==> src/rtl/alu_ctrl_fsm.sv <==
// Multi-cycle control unit for the 16-bit ALU: fetch, decode, execute, memory, writeback.
// Optional build macro ILLEGAL_TRAP_EN: R-type funct 7 halts the core instead of acting as a NOP.
module alu_ctrl_fsm #(
  parameter logic [15:0] RESET_PC = 16'h0000,
  parameter int          DW       = 16
) (
  input  logic          clk,
  input  logic          reset,
  output logic          instr_req,
  input  logic          instr_valid,
  input  logic [DW-1:0] instr_data,
  output logic [DW-1:0] pc,
  output logic [4:0]    alu_control,
  output logic          alu_src,
  output logic [DW-1:0] imm_out,
  output logic [2:0]    rs1_addr,
  output logic [2:0]    rs2_addr,
  output logic [2:0]    rd_addr,
  input  logic          branch_gate,
  input  logic [DW-1:0] alu_result,
  output logic          mem_read,
  output logic          mem_write,
  input  logic          mem_ack,
  output logic          reg_write,
  output logic [1:0]    wb_sel,
  output logic          halted
);

  localparam logic [2:0] S_FETCH  = 3'd0;
  localparam logic [2:0] S_DECODE = 3'd1;
  localparam logic [2:0] S_EXEC   = 3'd2;
  localparam logic [2:0] S_MEM    = 3'd3;
  localparam logic [2:0] S_WB     = 3'd4;
  localparam logic [2:0] S_HALT   = 3'd5;

  logic [2:0]    state_reg, state_next;
  logic [DW-1:0] pc_reg, pc_next;
  logic [DW-1:0] instr_reg, instr_next;
  logic [DW-1:0] target_reg, target_next;

  logic [3:0]    op;
  logic [2:0]    funct;
  logic [DW-1:0] imm_sext, imm_zext;

  logic [4:0]    dec_ctrl;
  logic          dec_src;
  logic [DW-1:0] dec_imm;
  logic [2:0]    dec_rd, dec_rs1, dec_rs2;
  logic [1:0]    dec_wbsel;
  logic          is_alu, is_load, is_store, is_branch, is_jalr, is_halt, is_illegal;
  logic          active;

  assign op    = instr_reg[15:12];
  assign funct = instr_reg[2:0];

  assign imm_sext[5:0] = instr_reg[5:0];
  assign imm_zext[5:0] = instr_reg[5:0];
  genvar gi;
  generate
    for (gi = 6; gi < DW; gi++) begin : g_imm_ext
      assign imm_sext[gi] = instr_reg[5];
      assign imm_zext[gi] = 1'b0;
    end
  endgenerate

  // Decode is purely a function of the latched instruction, so fields stay stable until the next fetch.
  always_comb begin
    dec_ctrl   = 5'd0;
    dec_src    = 1'b0;
    dec_imm    = '0;
    dec_rd     = 3'd0;
    dec_rs1    = 3'd0;
    dec_rs2    = 3'd0;
    dec_wbsel  = 2'b00;
    is_alu     = 1'b0;
    is_load    = 1'b0;
    is_store   = 1'b0;
    is_branch  = 1'b0;
    is_jalr    = 1'b0;
    is_halt    = 1'b0;
    is_illegal = 1'b0;
    case (op)
      4'd0: begin
        dec_rd  = instr_reg[11:9];
        dec_rs1 = instr_reg[8:6];
        dec_rs2 = instr_reg[5:3];
        if (funct != 3'd7) begin
          dec_ctrl = {2'b00, funct} + 5'd1;
          is_alu   = 1'b1;
        end else begin
          is_illegal = 1'b1;
        end
      end
      4'd1, 4'd2, 4'd3, 4'd4, 4'd5, 4'd6: begin
        dec_ctrl = {1'b0, op} + 5'd7;
        dec_src  = 1'b1;
        dec_imm  = (op == 4'd1) ? imm_sext : imm_zext;
        dec_rd   = instr_reg[11:9];
        dec_rs1  = instr_reg[8:6];
        is_alu   = 1'b1;
      end
      4'd7: begin
        dec_ctrl  = 5'd14;
        dec_src   = 1'b1;
        dec_imm   = imm_sext;
        dec_rd    = instr_reg[11:9];
        dec_rs1   = instr_reg[8:6];
        dec_wbsel = 2'b01;
        is_load   = 1'b1;
      end
      4'd8: begin
        dec_ctrl = 5'd15;
        dec_src  = 1'b1;
        dec_imm  = imm_sext;
        dec_rs1  = instr_reg[11:9];
        dec_rs2  = instr_reg[8:6];
        is_store = 1'b1;
      end
      4'd9, 4'd10, 4'd11, 4'd12: begin
        dec_ctrl  = {1'b0, op} + 5'd7;
        dec_imm   = imm_sext;
        dec_rs1   = instr_reg[11:9];
        dec_rs2   = instr_reg[8:6];
        is_branch = 1'b1;
      end
      4'd13: begin
        dec_ctrl  = 5'd20;
        dec_src   = 1'b1;
        dec_imm   = imm_sext;
        dec_rd    = instr_reg[11:9];
        dec_rs1   = instr_reg[8:6];
        dec_wbsel = 2'b10;
        is_jalr   = 1'b1;
      end
      4'd15: is_halt = 1'b1;
      default: ;
    endcase
  end

  // JALR target is captured in EXEC and applied in WB so pc still holds the
  // JALR address while the link value pc+1 is being written back.
  always_comb begin
    state_next  = state_reg;
    pc_next     = pc_reg;
    instr_next  = instr_reg;
    target_next = target_reg;
    case (state_reg)
      S_FETCH: begin
        if (instr_valid) begin
          instr_next = instr_data;
          state_next = S_DECODE;
        end
      end
      S_DECODE: state_next = S_EXEC;
      S_EXEC: begin
        if (is_alu) begin
          state_next = S_WB;
        end else if (is_load || is_store) begin
          state_next = S_MEM;
        end else if (is_branch) begin
          pc_next    = branch_gate ? (pc_reg + dec_imm) : (pc_reg + 1'b1);
          state_next = S_FETCH;
        end else if (is_jalr) begin
          target_next = alu_result;
          state_next  = S_WB;
        end else if (is_halt) begin
          state_next = S_HALT;
        end else begin
`ifdef ILLEGAL_TRAP_EN
          if (is_illegal) begin
            state_next = S_HALT;
          end else begin
            pc_next    = pc_reg + 1'b1;
            state_next = S_FETCH;
          end
`else
          pc_next    = pc_reg + 1'b1;
          state_next = S_FETCH;
`endif
        end
      end
      S_MEM: begin
        if (mem_ack) begin
          if (is_load) begin
            state_next = S_WB;
          end else begin
            pc_next    = pc_reg + 1'b1;
            state_next = S_FETCH;
          end
        end
      end
      S_WB: begin
        pc_next    = is_jalr ? target_reg : (pc_reg + 1'b1);
        state_next = S_FETCH;
      end
      S_HALT: state_next = S_HALT;
      default: state_next = S_FETCH;
    endcase
  end

  always_ff @(posedge clk) begin
    if (reset) begin
      state_reg  <= S_FETCH;
      pc_reg     <= RESET_PC;
      instr_reg  <= '0;
      target_reg <= '0;
    end else begin
      state_reg  <= state_next;
      pc_reg     <= pc_next;
      instr_reg  <= instr_next;
      target_reg <= target_next;
    end
  end

  assign active      = (state_reg == S_DECODE) || (state_reg == S_EXEC) ||
                       (state_reg == S_MEM)    || (state_reg == S_WB);
  assign instr_req   = (state_reg == S_FETCH);
  assign pc          = pc_reg;
  assign alu_control = active ? dec_ctrl : 5'd0;
  assign alu_src     = active ? dec_src : 1'b0;
  assign imm_out     = dec_imm;
  assign rs1_addr    = dec_rs1;
  assign rs2_addr    = dec_rs2;
  assign rd_addr     = dec_rd;
  assign mem_read    = (state_reg == S_MEM) && is_load;
  assign mem_write   = (state_reg == S_MEM) && is_store;
  assign reg_write   = (state_reg == S_WB);
  assign wb_sel      = dec_wbsel;
  assign halted      = (state_reg == S_HALT);

endmodule

==> config.mk <==
export PLATFORM = sky130hd
export DESIGN_NAME = alu_ctrl_fsm
export DESIGN_NICKNAME = d
export VERILOG_FILES = /design/src/rtl/alu_ctrl_fsm.sv
export SDC_FILE = /design/constraint.sdc
export NUM_CORES = 1
export LEC_CHECK = 0
export CELL_PAD_IN_SITES_DETAIL_PLACEMENT = 1
export CELL_PAD_IN_SITES_GLOBAL_PLACEMENT = 2
export CORE_ASPECT_RATIO = 0.8
export CORE_MARGIN = 3
export CORE_UTILIZATION = 29
export CTS_CLUSTER_SIZE = 30
export DETAILED_ROUTE_END_ITERATION = 10
export PLACE_DENSITY_LB_ADDON = 0.1
export SYNTH_ARGS = -nofsm -noshare
export SYNTH_HDL_FRONTEND = slang
export SYNTH_SLANG_ARGS = --single-unit
==> constraint.sdc <==
create_clock -name clk -period 5.9 [get_ports clk]
set_clock_uncertainty 0.05 [all_clocks]
set_input_delay 0.885 -clock clk [delete_from_list [all_inputs] [get_ports clk]]
set_output_delay 0.885 -clock clk [all_outputs]
set_load 0.02 [all_outputs]
=== Word level (Yosys, flattened, before mapping) ===
Cells that the tools add are included.

* Bits in registers: 51
* Output and inout port bits: 54
* Logic and storage cells: 95
* Input port bits: 37

* Equal/unequal tests: 27
* Reductions and logical operators: 20
* Bitwise operators: 3
* Mux-type cells: 37
* $add $sub $neg: 4

{| class="wikitable"
|+ Operator list
! kind !! number
|-
| 16-bit 2-to-1 mux || 10
|-
| 16-bit one-hot mux with 3 select lines || 1
|-
| 16-bit one-hot mux with 2 select lines || 1
|-
| 4-bit == test (second input constant) || 7
|-
| 3-bit 2-to-1 mux || 9
|-
| 5-bit one-hot mux with 5 select lines || 1
|-
| 9-bit OR reduction || 2
|-
| 16-bit by 1-bit adder with 16-bit output (second input constant) || 1
|-
| 16-bit adder || 1
|-
| 4-bit by 3-bit == test with 1-bit output (second input constant) || 4
|-
| 3-bit one-hot mux with 5 select lines || 1
|-
| 3-bit one-hot mux with 2 select lines || 2
|-
| 10-bit OR reduction || 1
|-
| 3-bit != test (second input constant) || 3
|-
| 4-bit by 2-bit == test with 1-bit output (second input constant) || 2
|-
| 1-bit 2-to-1 mux || 8
|-
| 2-bit != test (second input constant) || 4
|-
| 7-bit AND reduction || 1
|-
| 7-bit OR reduction || 1
|-
| 3-bit by 2-bit == test with 1-bit output (second input constant) || 2
|-
| 3-bit == test (second input constant) || 2
|-
| 6-bit OR reduction || 1
|-
| 4-bit by 3-bit adder with 5-bit output (second input constant) || 1
|-
| 5-bit 2-to-1 mux || 1
|-
| 17 further kinds || 24
|}

=== Longest topological paths before layout ===
* Depth after elaboration: 9
* Mapped depth: 16
* Mapped depth without buffers: 15

=== Worst setup path before layout ===
OpenSTA, ideal clock, no wires.

* Path kind: register to register
* Start point: reg instr_reg[12]
* End point: reg pc_reg[8] (netlist: pc[8])
* Setup slack: 1663 ps
* Required time: 5715 ps
* Cell stages (with the launch flop): 16
* Buffers on the path: 2
* Period minus slack after synthesis: 4237 ps
* Data arrival time: 4052 ps
* Setup time: 135 ps
* Cells stage by stage: dfxtp_1 > inv_1 > ha_1 > buf_6 > or4_1 > and3_1 > buf_6 > or3_1 > and2_1 > ha_1 > fa_1 > a211oi_1 > o21ai_0 > a311o_1 > a311oi_1 > a211oi_1

* Longest elaborated chain between the ends: 9
* Elaborated cells on any way between the ends: 40
* Those cells by class: add/sub: 1; eq/ne: 19; mux: 14; reduce/logical: 6

{| class="wikitable"
|+ Ends and longest elaborated chain
! what !! line !! text
|-
| from (decl) || 38 || <nowiki>logic [DW-1:0] instr_reg, instr_next;</nowiki>
|-
| from (signal assigned) || 210 || <nowiki>instr_reg <= instr_next;</nowiki>
|-
| 4-bit == test, or another cell as far along || 82 || <nowiki>case (op)</nowiki>
|-
| 7-bit OR reduction (no source line) / 6-bit OR reduction (equally long branches) || n/a ||
|-
| 16-bit one-hot mux with 2 select lines * || 82 ||
|-
| via imm_out[0] || 15 || <nowiki>output logic [DW-1:0] imm_out,</nowiki>
|-
| 16-bit adder * || 161 || <nowiki>pc_next = branch_gate ? (pc_reg + dec_imm) : (pc_reg + 1'b1);</nowiki>
|-
| 16-bit 2-to-1 mux * || 161 ||
|-
| 16-bit 2-to-1 mux * || 160 || <nowiki>end else if (is_branch) begin</nowiki>
|-
| 16-bit 2-to-1 mux * || 158 || <nowiki>end else if (is_load || is_store) begin</nowiki>
|-
| 16-bit 2-to-1 mux * || 156 || <nowiki>if (is_alu) begin</nowiki>
|-
| 16-bit one-hot mux with 3 select lines * || 147 || <nowiki>case (state_reg)</nowiki>
|-
| to (signal assigned) || 209 || <nowiki>pc_reg <= pc_next;</nowiki>
|-
| to (decl) || 37 || <nowiki>logic [DW-1:0] pc_reg, pc_next;</nowiki>
|}

The timed path passes the listed nets; every way through them passes the cells marked *. The select of a mux whose other input is x is not followed.
A chain may end at the register's enable or synchronous reset.

=== Worst setup path in the final report ===
* Start point: reg instr_reg[12]
* End point: reg pc_reg[14] (netlist: pc[14])

* Longest elaborated chain between the ends: 9
* Elaborated cells on any way between the ends: 40
* Those cells by class: add/sub: 1; eq/ne: 19; mux: 14; reduce/logical: 6

{| class="wikitable"
|+ Ends and longest elaborated chain
! what !! line
|-
| 4-bit == test, or another cell as far along || 82
|-
| 7-bit OR reduction (no source line), or another cell as far along || n/a
|-
| 16-bit one-hot mux with 2 select lines || 82
|-
| 16-bit adder || 161
|-
| 16-bit 2-to-1 mux || 161
|-
| 16-bit 2-to-1 mux || 160
|-
| 16-bit 2-to-1 mux || 158
|-
| 16-bit 2-to-1 mux || 156
|-
| 16-bit one-hot mux with 3 select lines || 147
|}

Several ways; a longest one is shown, not always the timed one. The select of a mux whose other input is x is not followed.

==> flow_summary.toml <==
[outcome]
status = "finished, final reports clean"

[synth]
synth_seq_area_share_pct = 25.2
synth_warnings = 0
syn_avg_cell_area_um2 = 7.46
synthCells = 543
synth_fp_nets = 605
postSynth.asyncResetShare_pct = 0
yosysUniqueCellTypes = 68
ys_ff_latch = 51
ys.flop_type = "dfxtp_1"
synth_edf_count = 0
synth.cell_area_um2 = 4050

[worst_setup_path]
arrival_ns = 4.91
cp-end-kind = "register"
crit_fanout = 20
worst-setup-path-type = "register to register"
crit_path_start = "instr_reg[12]"
crit_path_end = "pc[14]"
cp-start-kind = "register"
ff2ff_path_depth = 11
reg2reg_setup_slack_ns = 1.14
r2r_start = "instr_reg[12]"
cp.required_ns = 6.05
r2r-end = "pc[14]"

[place]
finalWeightedCongestion = 0.934
dpl.hpwl_um = 12000
dp_cells = 773
portBuffers = 90
post-place-ws_ns = 1.24

[sta]
setup_tns_ns = 0
rsz0062_at_grt = "false"
final-setup-viol-count = 0
tightest_slew_ns = 1.02
fin_crit_sh_pct = 80.7
finalCriticalPeriod_ns = 4.76
hold_viol = 0
drv_slew = 0
slew-limit-headroom_pct = 32.1
max_freq_mhz = 210
setup_ws_ns = 1.14

[global_route]
grt_pass1_vias = 4095
grt_pass1_wl_um = 23900
overflow = 0
grt_max_degree = 49
grt_usage_pct = 19.5
antenna_found_initial = 0

[die]
ios = 91
die_area_um2 = 15400
die_x_um = 138
die_h_um = 112
start_util_pct = 30.6
core-area_um2 = 13200
fp-row-count = 37

[final_layout]
area.growth.synth_to_final_pct = 25.9
nFillCells = 1641
final_cell_mix = "nand2_1, clkdlybuf4s50_1, a21oi_1"
final_common_cell = "nand2_1"
antenna_cells = 0
fin_nets = 667
instances_no_fill = 781
drive_gt1_share_pct = 4.95

[clock_tree]
cts_resized = 0
h-tree-depth = 2
clkTransAtPathRegs_ns = 0.07
clkSinkCount = 51
postCtsSetupBuffers = 0
cts_buffer_depth = 2
cts_tree = "built"
clk-insertion-delay-late_ns = 0.30
hold_buffers = 0
ctsRootBufferMaster = "clkbuf_16"
numCtsBuffers = 5

[worst_hold_path]
hp-class = "register to register"

[run]
cap_violations = 0

[route]
drc = 0
avgRoutedWirePerCell_um = 19.8
drt-initial-drc-count = 254
drt_wl_total_um = 15500
first_pass_iters = 5
drt-vias-per-instance = 5.50
ant_nets = 0
num_vias = 4293

[power_and_ir_drop]
ir_drop_v = 0.000123
power_density_nw_per_um2 = 199
p_leak_uw = 0.00187
-- layout make-up --
| type | instances | area (um^2) | area share (%) |
|---|---|---|---|
| Clock inverter | 3 | 22.5 | 0.441 |
| Timing Repair Buffer | 92 | 911 | 17.8 |
| Inverter | 11 | 41.3 | 0.809 |
| Tap cell | 175 | 219 | 4.29 |
| Sequential cell | 51 | 1020 | 20.0 |
| Clock buffer | 5 | 125 | 2.45 |
| Multi-Input combinational cell | 444 | 2760 | 54.2 |
-- Yosys cell counts (all sizes together), types with 4 or more instances --
library cell	count	share of area, %
nand4	6	1.1
a22o	6	1.3
a221oi	11	2.4
ha	24	7.4
o21a	6	1.1
nand2	96	9.0
and2	16	2.5
nor2	42	3.9
a21oi	69	8.5
xor2	11	2.4
and3	8	1.2
nor4	4	0.77
o21ai	26	3.2
nor3	10	1.2
nor2b	4	0.62
nand3	13	1.6
xnor2	15	3.4
a211oi	15	3.0
clkbuf	16	1.5
dfxtp	51	25
buf	21	4.1
inv	11	1.0
a311oi	4	0.86
o211ai	7	1.3
-- per-layer routing --
metal  routed length (um)  global-route usage, %  vias to the layer above
li1                     -                      -                     2080
met1                 8390                   31.6                     2065
met2                 5900                   26.1                      142
met3                 1150                   4.81                        6
met4                   61                   2.11                        0
met5                    0                      0                        -
-- metrics by stage --
step	utilization (%)	cell area, um^2	power [uW]	hold WS (ns)
floorplan	-	4050	590	0.382
global placement	37.4	4960	711	0.394
global route	38.5	5100	1070	0.436
finish	38.5	5100	1010	0.407
detailed placement	37.4	4960	713	0.399
CTS	38.5	5100	1030	0.410
-- critical path, cell delays in order (launching register included) --
cell and delay (ns):
dfxtp_1 0.37, inv_1 0.15, ha_1 0.45, nand2b_1 0.31
and3_1 0.47, o31a_1 0.80, ha_1 0.44, a2111oi_0 0.71
nand3_1 0.28, a21oi_1 0.22, o21ai_0 0.11, a311oi_1 0.28
-- worst min-delay path by stage --
stage | start | to | slack, ns | cells after the start
2_1_floorplan | target_reg[13] | target_reg[13] | 0.38 | 2
3_3_place_gp | target_reg[13] | target_reg[13] | 0.39 | 2
3_5_place_dp | target_reg[6] | target_reg[6] | 0.40 | 2
4_1_cts | target_reg[6] | target_reg[6] | 0.41 | 2
5_1_grt | target_reg[13] | target_reg[13] | 0.44 | 2
6_report | target_reg[6] | target_reg[6] | 0.41 | 2
-- cells by family (layout without fill, tap and decap cells) --
kind of cell               Yosys count  count (layout)  synth area share (%)
xor gates and xnor gates            26              26                  5.80
AOI/OAI and AO/OA                  174             174                  28.2
adders and majority gates           25              25                  7.90
buffers and inverters               48             111                  6.61
muxes                                2               2                 0.617
DFF                                 51              51                  25.2
and+or+nand+nor                    217             217                  25.6
-- where the power goes --
part	internal, uW	switching (uW)
clock network	160	148
registers	362	43.6
logic	134	168
Power figures use the tool's default switching activity.
